==> src/rtl/mem_ctrl.sv <==
// Memory access controller: turns sequencer fetch/EXE states into single memory requests and captures the read data.
// Optional abort-on-timeout with a sticky err flag when MEM_CTRL_TIMEOUT_EN is defined.
module mem_ctrl #(
   parameter int AW  = 8,
   parameter int DW  = 8,
   parameter int TMO = 15
) (
   input  logic          clk,
   input  logic          rst_n,
   input  logic [3:0]    q,
   input  logic [AW-1:0] pc,
   input  logic [AW-1:0] opadr,
   input  logic          ld,
   input  logic          st,
   input  logic [DW-1:0] wdata,
   input  logic          ack,
   input  logic [DW-1:0] rdata,
   output logic          kp,
   output logic          mreq,
   output logic          mwe,
   output logic [AW-1:0] maddr,
   output logic [DW-1:0] mwdata,
   output logic [DW-1:0] opc,
   output logic [DW-1:0] opl,
   output logic [DW-1:0] dat,
   output logic          err
);

   // state | meaning
   // M_IDLE | no access outstanding, watching q for a start
   // M_BUSY | request on the bus, waiting for ack (or timeout)

   // Shared sequencer codes: IDLE=0 OPCFT=1 OPLRD=2 OPLFT=3 ADRD=4 EXERD=5 EXE=6 LDRD=7 LOAD=8
   localparam logic [3:0] Q_OPCFT = 4'd1;
   localparam logic [3:0] Q_OPLFT = 4'd3;
   localparam logic [3:0] Q_EXE   = 4'd6;

   typedef enum logic {M_IDLE, M_BUSY} mstate_t;
   typedef enum logic [1:0] {D_OPC, D_OPL, D_DAT} dest_t;

   mstate_t state;
   dest_t   dest;

`ifdef MEM_CTRL_TIMEOUT_EN
   localparam int CW = (TMO > 1) ? $clog2(TMO) : 1;
   logic [CW-1:0] cnt;
   logic          err_r;
   assign err = err_r;
`else
   assign err = 1'b0;
`endif

   always_ff @(posedge clk or negedge rst_n) begin
      if (!rst_n) begin
         state  <= M_IDLE;
         dest   <= D_OPC;
         kp     <= 1'b0;
         mreq   <= 1'b0;
         mwe    <= 1'b0;
         maddr  <= '0;
         mwdata <= '0;
         opc    <= '0;
         opl    <= '0;
         dat    <= '0;
`ifdef MEM_CTRL_TIMEOUT_EN
         cnt    <= '0;
         err_r  <= 1'b0;
`endif
      end else begin
         case (state)
            M_IDLE: begin
               if (q == Q_OPCFT || q == Q_OPLFT || (q == Q_EXE && (ld || st))) begin
                  state <= M_BUSY;
                  kp    <= 1'b1;
                  mreq  <= 1'b1;
`ifdef MEM_CTRL_TIMEOUT_EN
                  cnt   <= '0;
`endif
               end
               if (q == Q_OPCFT) begin
                  maddr <= pc;
                  mwe   <= 1'b0;
                  dest  <= D_OPC;
               end else if (q == Q_OPLFT) begin
                  maddr <= pc + AW'(1);
                  mwe   <= 1'b0;
                  dest  <= D_OPL;
               end else if (q == Q_EXE && ld) begin
                  maddr <= opadr;
                  mwe   <= 1'b0;
                  dest  <= D_DAT;
               end else if (q == Q_EXE && st) begin
                  maddr  <= opadr;
                  mwe    <= 1'b1;
                  mwdata <= wdata;
                  dest   <= D_DAT;
               end
            end
            M_BUSY: begin
               if (ack) begin
                  if (!mwe) begin
                     case (dest)
                        D_OPC:   opc <= rdata;
                        D_OPL:   opl <= rdata;
                        default: dat <= rdata;
                     endcase
                  end
                  state <= M_IDLE;
                  kp    <= 1'b0;
                  mreq  <= 1'b0;
                  mwe   <= 1'b0;
               end
`ifdef MEM_CTRL_TIMEOUT_EN
               // abort once TMO busy cycles have gone by without ack
               else if (cnt == CW'(TMO - 1)) begin
                  if (!mwe) begin
                     case (dest)
                        D_OPC:   opc <= '1;
                        D_OPL:   opl <= '1;
                        default: dat <= '1;
                     endcase
                  end
                  state <= M_IDLE;
                  kp    <= 1'b0;
                  mreq  <= 1'b0;
                  mwe   <= 1'b0;
                  err_r <= 1'b1;
               end else begin
                  cnt <= cnt + CW'(1);
               end
`endif
            end
            default: state <= M_IDLE;
         endcase
      end
   end

endmodule

==> config.mk <==
export PLATFORM = sky130hd
export DESIGN_NAME = mem_ctrl
export DESIGN_NICKNAME = d
export VERILOG_FILES = /design/src/rtl/mem_ctrl.sv
export SDC_FILE = /design/constraint.sdc
export NUM_CORES = 1
export LEC_CHECK = 0
export CAP_MARGIN = 10
export CORE_ASPECT_RATIO = 0.75
export CORE_MARGIN = 2
export CORE_UTILIZATION = 47
export CTS_BUF_LIST = sky130_fd_sc_hd__clkbuf_8
export DETAILED_ROUTE_END_ITERATION = 6
export PLACE_DENSITY = 0.84
export SLEW_MARGIN = 0
export SYNTH_ARGS = -nofsm -noshare
export SYNTH_HDL_FRONTEND = slang
export SYNTH_SLANG_ARGS = --single-unit
==> constraint.sdc <==
create_clock -name clk -period 3.6 [get_ports clk]
set_clock_uncertainty 0.2 [all_clocks]
set_input_delay 0.72 -clock clk [delete_from_list [all_inputs] [get_ports clk]]
set_output_delay 0.72 -clock clk [all_outputs]
set_load 0.02 [all_outputs]
## Word-level counts from Yosys, hierarchy flattened

Index checks and enable logic that the tools add are counted.

| operators by class | value |
|---|---|
| add/sub/neg operators | 1 |
| reductions and logical operators | 16 |
| multiplexer cells | 19 |
| eq/ne operators | 7 |
| bitwise logic cells | 6 |

Operators with widths:

| kind | count |
|---|---|
| 2-to-1 mux 8 bit | 4 |
| AND reduction 4 bit | 3 |
| adder 8 x 1 -> 8 bit (second input constant) | 1 |
| 2-to-1 mux 1 bit | 8 |
| 2-to-1 mux 2 bit | 4 |
| inverter 1 bit | 6 |
| case mux 1 bit (2 select lines) | 3 |
| AND reduction 2 bit | 3 |
| != test 5 bit (second input constant) | 1 |
| AND reduction 5 bit | 1 |
| == test 4 x 1 -> 1 bit (second input constant) | 1 |
| == test 4 x 2 -> 1 bit (second input constant) | 1 |
| == test 4 x 3 -> 1 bit (second input constant) | 1 |
| != test 2 bit (second input constant) | 2 |
| nonzero test 4 bit | 1 |
| logical AND 1 bit | 3 |
| logical OR 1 bit | 3 |
| == test 2 x 1 -> 1 bit (second input constant) | 1 |
| zero test 2 bit | 1 |
| OR reduction 2 bit | 1 |

| word-level totals | value |
|---|---|
| output and inout port bits | 44 |
| register bits after elaboration | 45 |

## Logic depth before layout (Yosys ltp)

Gate-level depths: netlist of run 1.

| logic depth | value |
|---|---|
| depth after elaboration | 7 |
| depth in mapped cells | 7 |
| depth with buffers taken out | 5 |

## Least setup slack after synthesis of run 1

OpenSTA, ideal clock, no wires.

| timing path | value |
|---|---|
| path type | input to register |
| from | in q[1] |
| to | reg maddr[7] |
| arrival | 1641 ps |
| stages | 7 |
| required time | 3270 ps |
| setup time | 130 ps |
| path slack | 1628 ps |
| cell sequence | buf_4 > nor3b_4 > a31oi_1 > buf_4 > buf_6 > nand2_1 > o211ai_1 |

| on the way | value |
|---|---|
| word-level cells in the longest chain between the ends | 5 |
| elaborated cells between the ends (all ways) | 10 |
| those cells by class | eq/ne (3); mux (3); reduce/logical (4) |

RTL lines:

| what | RTL line | RTL |
|---|---|---|
| start: declaration | 10 | `input logic [3:0] q,` |
| == test 4 x 3 -> 1 bit | 88, 92 |  |
| logical AND 1 bit | 88 | `end else if (q == Q_EXE && ld) begin` |
| 2-to-1 mux 8 bit | 88 |  |
| 2-to-1 mux 8 bit | 84 | `end else if (q == Q_OPLFT) begin` |
| 2-to-1 mux 8 bit | 80 | `if (q == Q_OPCFT) begin` |
| end signal: assignment | 81 | `maddr <= pc;` |
| end signal: assignment | 85 | `maddr <= pc + AW'(1);` |
| end signal: assignment | 89 | `maddr <= opadr;` |
| end: declaration | 21 | `output logic [AW-1:0] maddr,` |

Several ways; a longest one is shown, not always the timed one.
A chain may end at the register's enable or synchronous reset.

## Worst setup path in the final report of run 1

Ends and elaborated chain as after synthesis.

==> results.json, run 1 <==
{
  "cp_cell_sequence": "clkdlybuf4s50_1 -> nor3b_4 -> a31oi_1 -> or3b_1 -> o211ai_1",
  "path_clk_slew_ns": 0.08,
  "grt.overflow.total": 0,
  "grt_pass1_wl_um": 7300,
  "drc": 0,
  "grt_busiest_layer": "met2",
  "dieArea_um2": 4860,
  "cts_setup_buffers": 0,
  "max_freq_ghz": 0.4084,
  "met1_usage_pct": 26.52,
  "leakage_uw": 0.001309,
  "synthTopCellsByCount": "45 x dfrtp_1, 32 x mux2_2, 15 x nand2_1, 9 x o21ai_0, 5 x mux2i_1",
  "postRouteAntennaNets": 0,
  "via_count": 1498,
  "fin_cells": 297,
  "worstHoldPathCells": 1,
  "fin_setup_tns_ns": 0,
  "place_congestion": 0.8137,
  "synth_top_area_share_pct": 55.56,
  "ir_drop_mv": 0.3750,
  "cts.path.max_buffers": 2,
  "worstMarginPinSlew_ns": 0.9680,
  "reg2reg_from": "state$_DFF_PN0_",
  "maxSlewViolCount": 0,
  "dr.pass1.iters": 4,
  "met3_usage_pct": 6.250,
  "crit_arrival_ns": 2.46,
  "io_pins": 85,
  "layout.nets": 283,
  "relSlewSlack_pct": 35.46,
  "detailed_place_hpwl_um": 3384,
  "dieWidth_um": 79.83,
  "synth_xor_area_share_pct": 2.593,
  "numCtsBuffers": 5,
  "start_util_pct": 49.39,
  "synth_compound_area_share_pct": 5.185,
  "powerDensity_nw_per_um2": 691.1,
  "crit_required_ns": 3.61,
  "synthMuxAreaShare_pct": 20.25,
  "grtUsageTotal_pct": 19.67,
  "avgViaCountPerCell": 5.044,
  "rsz0062_at_grt": "false",
  "cts_hold_buf": 0,
  "insertion_delay_ns": 0.29,
  "grt_start_max_net_pins": 46,
  "clock-sinks": 45,
  "cts_tree": "built",
  "yosys.area_share.simple_pct": 12.96,
  "antenna_found_initial": 0,
  "std_cell_rows": 20,
  "hold_path_startpoint": "maddr[3]$_DFFE_PN0P_",
  "use_met2_pct": 31.21,
  "reg2reg_depth": 3,
  "avgSynthCellArea_um2": 13.08,
  "r2r_slack_ns": 1.77,
  "setup.worst_path.class": "input pin to flop",
  "drtIter0Drc": 73,
  "place_inst": 289,
  "finalWirelength_um": 4464,
  "syn_nets": 197,
  "yosys_register_bits": 45,
  "core_area_um2": 4104,
  "hold_path_class": "flop to flop",
  "cp-end-kind": "flop",
  "synthArstFlopShare_pct": 100.0,
  "synth_edf_count": 0,
  "die_h_um": 60.88,
  "synthAdderAreaFrac_pct": 0.6173,
  "port_buffers": 83,
  "min_period_ns": 2.449,
  "yosysWarnings": 0,
  "synth.area.top_cells": "dfrtp_1 56%, mux2_2 18%, nand2_1 2.8%",
  "synth.most_common_cell": "dfrtp_1",
  "diodes": 0,
  "yosysTopAreaCell": "dfrtp_1",
  "synth_ff_type": "dfrtp_1",
  "synth_top_family_by_area": "multiplexers",
  "path_max_fanout": 9,
  "synth_cell_types": 37,
  "synth_cells": 155,
  "period_share_pct": 68.02,
  "status": "finished, final reports clean",
  "maxCapViolCount": 0,
  "max_stage_delay_ns": 0.69,
  "crit_start": "q[1]",
  "seq_area_frac_synth_pct": 55.56,
  "cts-htree-levels": 2,
  "hold_violations": 0,
  "cts-root-buf": "clkbuf_8",
  "drt-wirelength-per-cell_um": 15.03,
  "grt_pass1_vias": 1526,
  "drive_gt1_share_pct": 21.49,
  "finalSetupViolCount": 0,
  "crit_path_top_delay_cell": "clkdlybuf4s50_1",
  "cts_resized": 0,
  "regToRegEndpoint": "opc[7]$_DFFE_PN0P_",
  "synth_area_um2": 2027,
  "syn_to_final_growth_pct": 49.20,
  "worstSetupStartpointType": "input pin",
  "worstHoldEndpoint": "maddr[3]$_DFFE_PN0P_"
}
## logic make-up after synthesis
| kind of cell | count (synthesis) |
|---|---|
| multiplexers | 37 |
| AO/OA/AOI/OAI | 17 |
| adder cells (fa/ha/maj) | 1 |
| buffers and inverters | 8 |
| XOR/XNOR | 6 |
| flip-flops | 45 |
| AND/OR/NAND/NOR | 40 |
| other | 1 |
## cell type report
class                      instances  area [um2]
clock buffer                       5       68.82
clock inverter                     3       65.06
fill                             300        1080
inverter                           2       7.507
multi-input combinational        102       847.1
sequential                        45        1126
tap                               55       68.82
timing repair buffer              85       840.8
## layer usage
layer  routed length [um]  vias to the layer above  part of all wire [%]
li1                     -                      723                     -
met1                 1990                      717                    45
met2                 2093                       49                    47
met3                  317                        9                   7.1
met4                   63                        0                   1.4
met5                    0                        -                     0
## flip-flops by register name, indices dropped and copies added (netlist names)
name,count
opc,8
mwe,1
maddr,8
state,1
mwdata,8
opl,8
dat,8
mreq,1
dest,2
## where the power goes
| group | leakage [uW] | switching, uW | internal [uW] |
|---|---|---|---|
| Sequential | 0.000561 | 96.4 | 685 |
| Combinational | 0.000680 | 400 | 472 |
| Clock | 0.0000681 | 161 | 276 |
| Total | 0.00131 | 658 | 1430 |
## how the worst max path moves through the flow
stage / endpoint / slack (ns) / cells past startpoint
after global placement: maddr[7]$_DFFE_PN0P_ / 0.92 / 5
after floorplan: maddr[7]$_DFFE_PN0P_ / 1.63 / 7
after CTS: maddr[7]$_DFFE_PN0P_ / 1.18 / 5
after global routing: mwe$_DFFE_PN0P_ / 1.10 / 6
final: maddr[7]$_DFFE_PN0P_ / 1.15 / 5
after detailed placement: maddr[7]$_DFFE_PN0P_ / 0.87 / 5
## worst max-delay path, delay by kind of cell
| family | cells | cell delay [ns] |
|---|---|---|
| AND/OR/NAND/NOR | 2 | 0.72 |
| buffers and inverters | 1 | 0.69 |
| AO/OA/AOI/OAI | 2 | 0.32 |
## layout by cell type, fill, tap and decap left out, types with 2 or more instances in the layout
cell	n
buf_4	2
bufinv_16	2
clkbuf_8	5
clkdlybuf4s50_1	82
dfrtp_1	45
inv_1	2
mux2_2	32
mux2i_1	5
nand2_1	15
nand2_2	2
nand3_1	4
nand4_1	3
nor2_1	3
nor2b_1	2
o21ai_0	9
xnor2_1	4
xor2_1	2
## through the flow
step / utilization (%) / total power, uW / worst slack, ns / hold slack [ns] / cell area, um2
after CTS: 73.69 / 2112 / 1.181 / 0.2967 / 3024
after global routing: 73.69 / 2198 / 1.102 / 0.3055 / 3024
after global placement: 70.43 / 1652 / 0.9222 / 0.2632 / 2890
after detailed placement: 70.43 / 1672 / 0.8729 / 0.2782 / 2890
after floorplan: - / 1207 / 1.628 / 0.2244 / 2027
final: 73.69 / 2090 / 1.151 / 0.2882 / 3024
Note: power is estimated with default switching activity, not from simulation.
==> run 2: changes to the inputs <==
--- a/config.mk
+++ b/config.mk
@@ -8,10 +8,10 @@
 export CAP_MARGIN = 10
 export CORE_ASPECT_RATIO = 0.75
 export CORE_MARGIN = 2
-export CORE_UTILIZATION = 47
+export CORE_UTILIZATION = 44
 export CTS_BUF_LIST = sky130_fd_sc_hd__clkbuf_8
 export DETAILED_ROUTE_END_ITERATION = 6
-export PLACE_DENSITY = 0.84
+export PLACE_DENSITY = 0.79
 export SLEW_MARGIN = 0
 export SYNTH_ARGS = -nofsm -noshare
 export SYNTH_HDL_FRONTEND = slang
==> constraint.sdc (replaced) <==
create_clock -name clk -period 2.3 [get_ports clk]
set_clock_uncertainty 0.2 [all_clocks]
set_input_delay 0.46 -clock clk [delete_from_list [all_inputs] [get_ports clk]]
set_output_delay 0.46 -clock clk [all_outputs]
set_load 0.02 [all_outputs]
==> run 2 against run 1 <==
Net effect:
- critical path depth shrank 4
- total power grew 58%
- global-route usage shrank 0.87 points
- flip-flop and latch count is the same
- critical path type is now flop to output pin
- design area grew 2.3%
- clock power grew 58%
- cell count grew 3.7%
- via count grew 0.13%
- largest cell class unchanged
- setup slack lost 0.87 ns
- sequential share of layout area shrank 0.84 points
- clock-buffer cell count is the same
- critical endpoint is now mwe
==> results.json, run 2 (synthesis results as in run 1) <==
{
  "fin_cells": 308,
  "cts_setup_buffers": 0,
  "worstPathBufferInverterCount": 1,
  "place_congestion": 0.8062,
  "die_h_um": 62.78,
  "worstMarginPinSlew_ns": 0.5453,
  "detailed_place_hpwl_um": 3518,
  "ir_drop_mv": 0.7260,
  "hold_violations": 0,
  "layout_commonest_cell": "clkdlybuf4s50_1",
  "postLayoutCoreUtil_pct": 69.68,
  "setup.worst_path.class": "flop to output pin",
  "postRouteAntennaNets": 0,
  "grt_pass1_vias": 1471,
  "insertion_delay_ns": 0.29,
  "final_cell_mix": "82 x clkdlybuf4s50_1, 45 x dfrtp_1, 32 x mux2_2",
  "place_inst": 300,
  "crit_start": "mwe$_DFFE_PN0P_",
  "avgViaCountPerCell": 4.870,
  "drive_gt1_share_pct": 24.30,
  "cts-htree-levels": 2,
  "start_util_pct": 45.65,
  "pre_cts_slack_ns": 0.07451,
  "crit_arrival_ns": 1.36,
  "layout_setup_ws_ns": 0.2823,
  "core_area_um2": 4441,
  "dieArea_um2": 5171,
  "grt.overflow.total": 0,
  "diodes": 0,
  "maxCapViolCount": 0,
  "finalWirelength_um": 4564,
  "grtUsageTotal_pct": 18.80,
  "numCtsBuffers": 5,
  "grt_pass1_wl_um": 7396,
  "worstSetupStartpointType": "flop",
  "syn_to_final_growth_pct": 52.65,
  "leakage_uw": 0.001353,
  "maxSlewViolCount": 0,
  "powerDensity_nw_per_um2": 1067,
  "cts_tree": "built",
  "drt-wirelength-per-cell_um": 14.82,
  "min_period_ns": 2.018,
  "cp_top_family": "buffers and inverters",
  "r2r_slack_ns": 0.54,
  "io_pins": 85,
  "regToRegEndpoint": "maddr[7]$_DFFE_PN0P_",
  "max_stage_delay_ns": 0.65,
  "period_share_pct": 87.73,
  "via_count": 1500,
  "crit_cells": 1,
  "holdWs_ns": 0.03673,
  "layout.nets": 292,
  "status": "finished, final reports clean",
  "cts.path.max_buffers": 2,
  "dr.pass1.iters": 4,
  "cts_resized": 0,
  "drtIter0Drc": 54,
  "reg2reg_from": "state$_DFF_PN0_",
  "hold_path_class": "input pin to async pin",
  "crit_path_end": "mwe",
  "drc": 0,
  "relSlewSlack_pct": 63.65,
  "cts_hold_buf": 0,
  "reg2reg_depth": 5,
  "max_freq_ghz": 0.4956,
  "path_max_fanout": 4,
  "final.fill_count": 338,
  "grt_start_max_net_pins": 46,
  "path_clk_slew_ns": 0.09,
  "fin_setup_tns_ns": 0,
  "std_cell_rows": 21,
  "port_buffers": 83,
  "cp-end-kind": "output pin",
  "cts-root-buf": "clkbuf_8",
  "rsz0062_at_grt": "false",
  "antenna_found_initial": 0,
  "finalSetupViolCount": 0,
  "dieWidth_um": 82.37,
  "cp_cell_sequence": "clkdlybuf4s50_1",
  "clock-sinks": 45,
  "crit_required_ns": 1.64,
  "crit_path_top_delay_cell": "clkdlybuf4s50_1"
}
run 2: cell types whose count changed in the layout (fill, tap and decap cells not counted):
cell | before | now
buf_4 | 2 | 11
run 2: worst min-delay path by stage:
stage,slack (ns),depth (start not counted),from,end
2_1_floorplan,-0.04,0,rst_n,dat[0]$_DFFE_PN0P_
3_3_place_gp,0.27,2,maddr[0]$_DFFE_PN0P_,maddr[0]$_DFFE_PN0P_
3_5_place_dp,0.28,2,maddr[0]$_DFFE_PN0P_,maddr[0]$_DFFE_PN0P_
4_1_cts,0.05,2,rst_n,opc[4]$_DFFE_PN0P_
5_1_grt,0.08,2,rst_n,opc[4]$_DFFE_PN0P_
6_report,0.04,2,rst_n,opc[4]$_DFFE_PN0P_
run 2: cell type report:
cell class	count	area (um2)	share of cell area, %
clock inverter	3	65.06	2.103
clock buffer	5	68.82	2.224
multi-input combinational	102	847.1	27.38
sequential	45	1126	36.39
inverter	2	7.507	0.2426
tap	57	71.32	2.305
timing repair buffer	94	908.4	29.36
run 2: power breakdown:
group / leakage (uW) / total, uW / internal (uW) / switching (uW)
clock: 0.0000681 / 691 / 431 / 260
combinational: 0.000724 / 1380 / 750 / 628
sequential: 0.000561 / 1230 / 1070 / 160
total: 0.00135 / 3300 / 2250 / 1050
run 2: metal layers:
metal  wire (um)  global-route usage (%)  vias up
li1            -                       -      736
met1        2312                   28.68      715
met2        1993                   26.11       44
met3         230                   5.636        5
met4          28                   4.375        0
met5           0                       0        -
run 2: metrics by stage:
| step | total power (uW) | instance area [um2] |
|---|---|---|
| final | 3302 | 3094 |
| after global routing | 3477 | 3094 |
| after CTS | 3331 | 3094 |
| after detailed placement | 2637 | 2960 |
| after global placement | 2606 | 2960 |
| after floorplan | 1889 | 2027 |
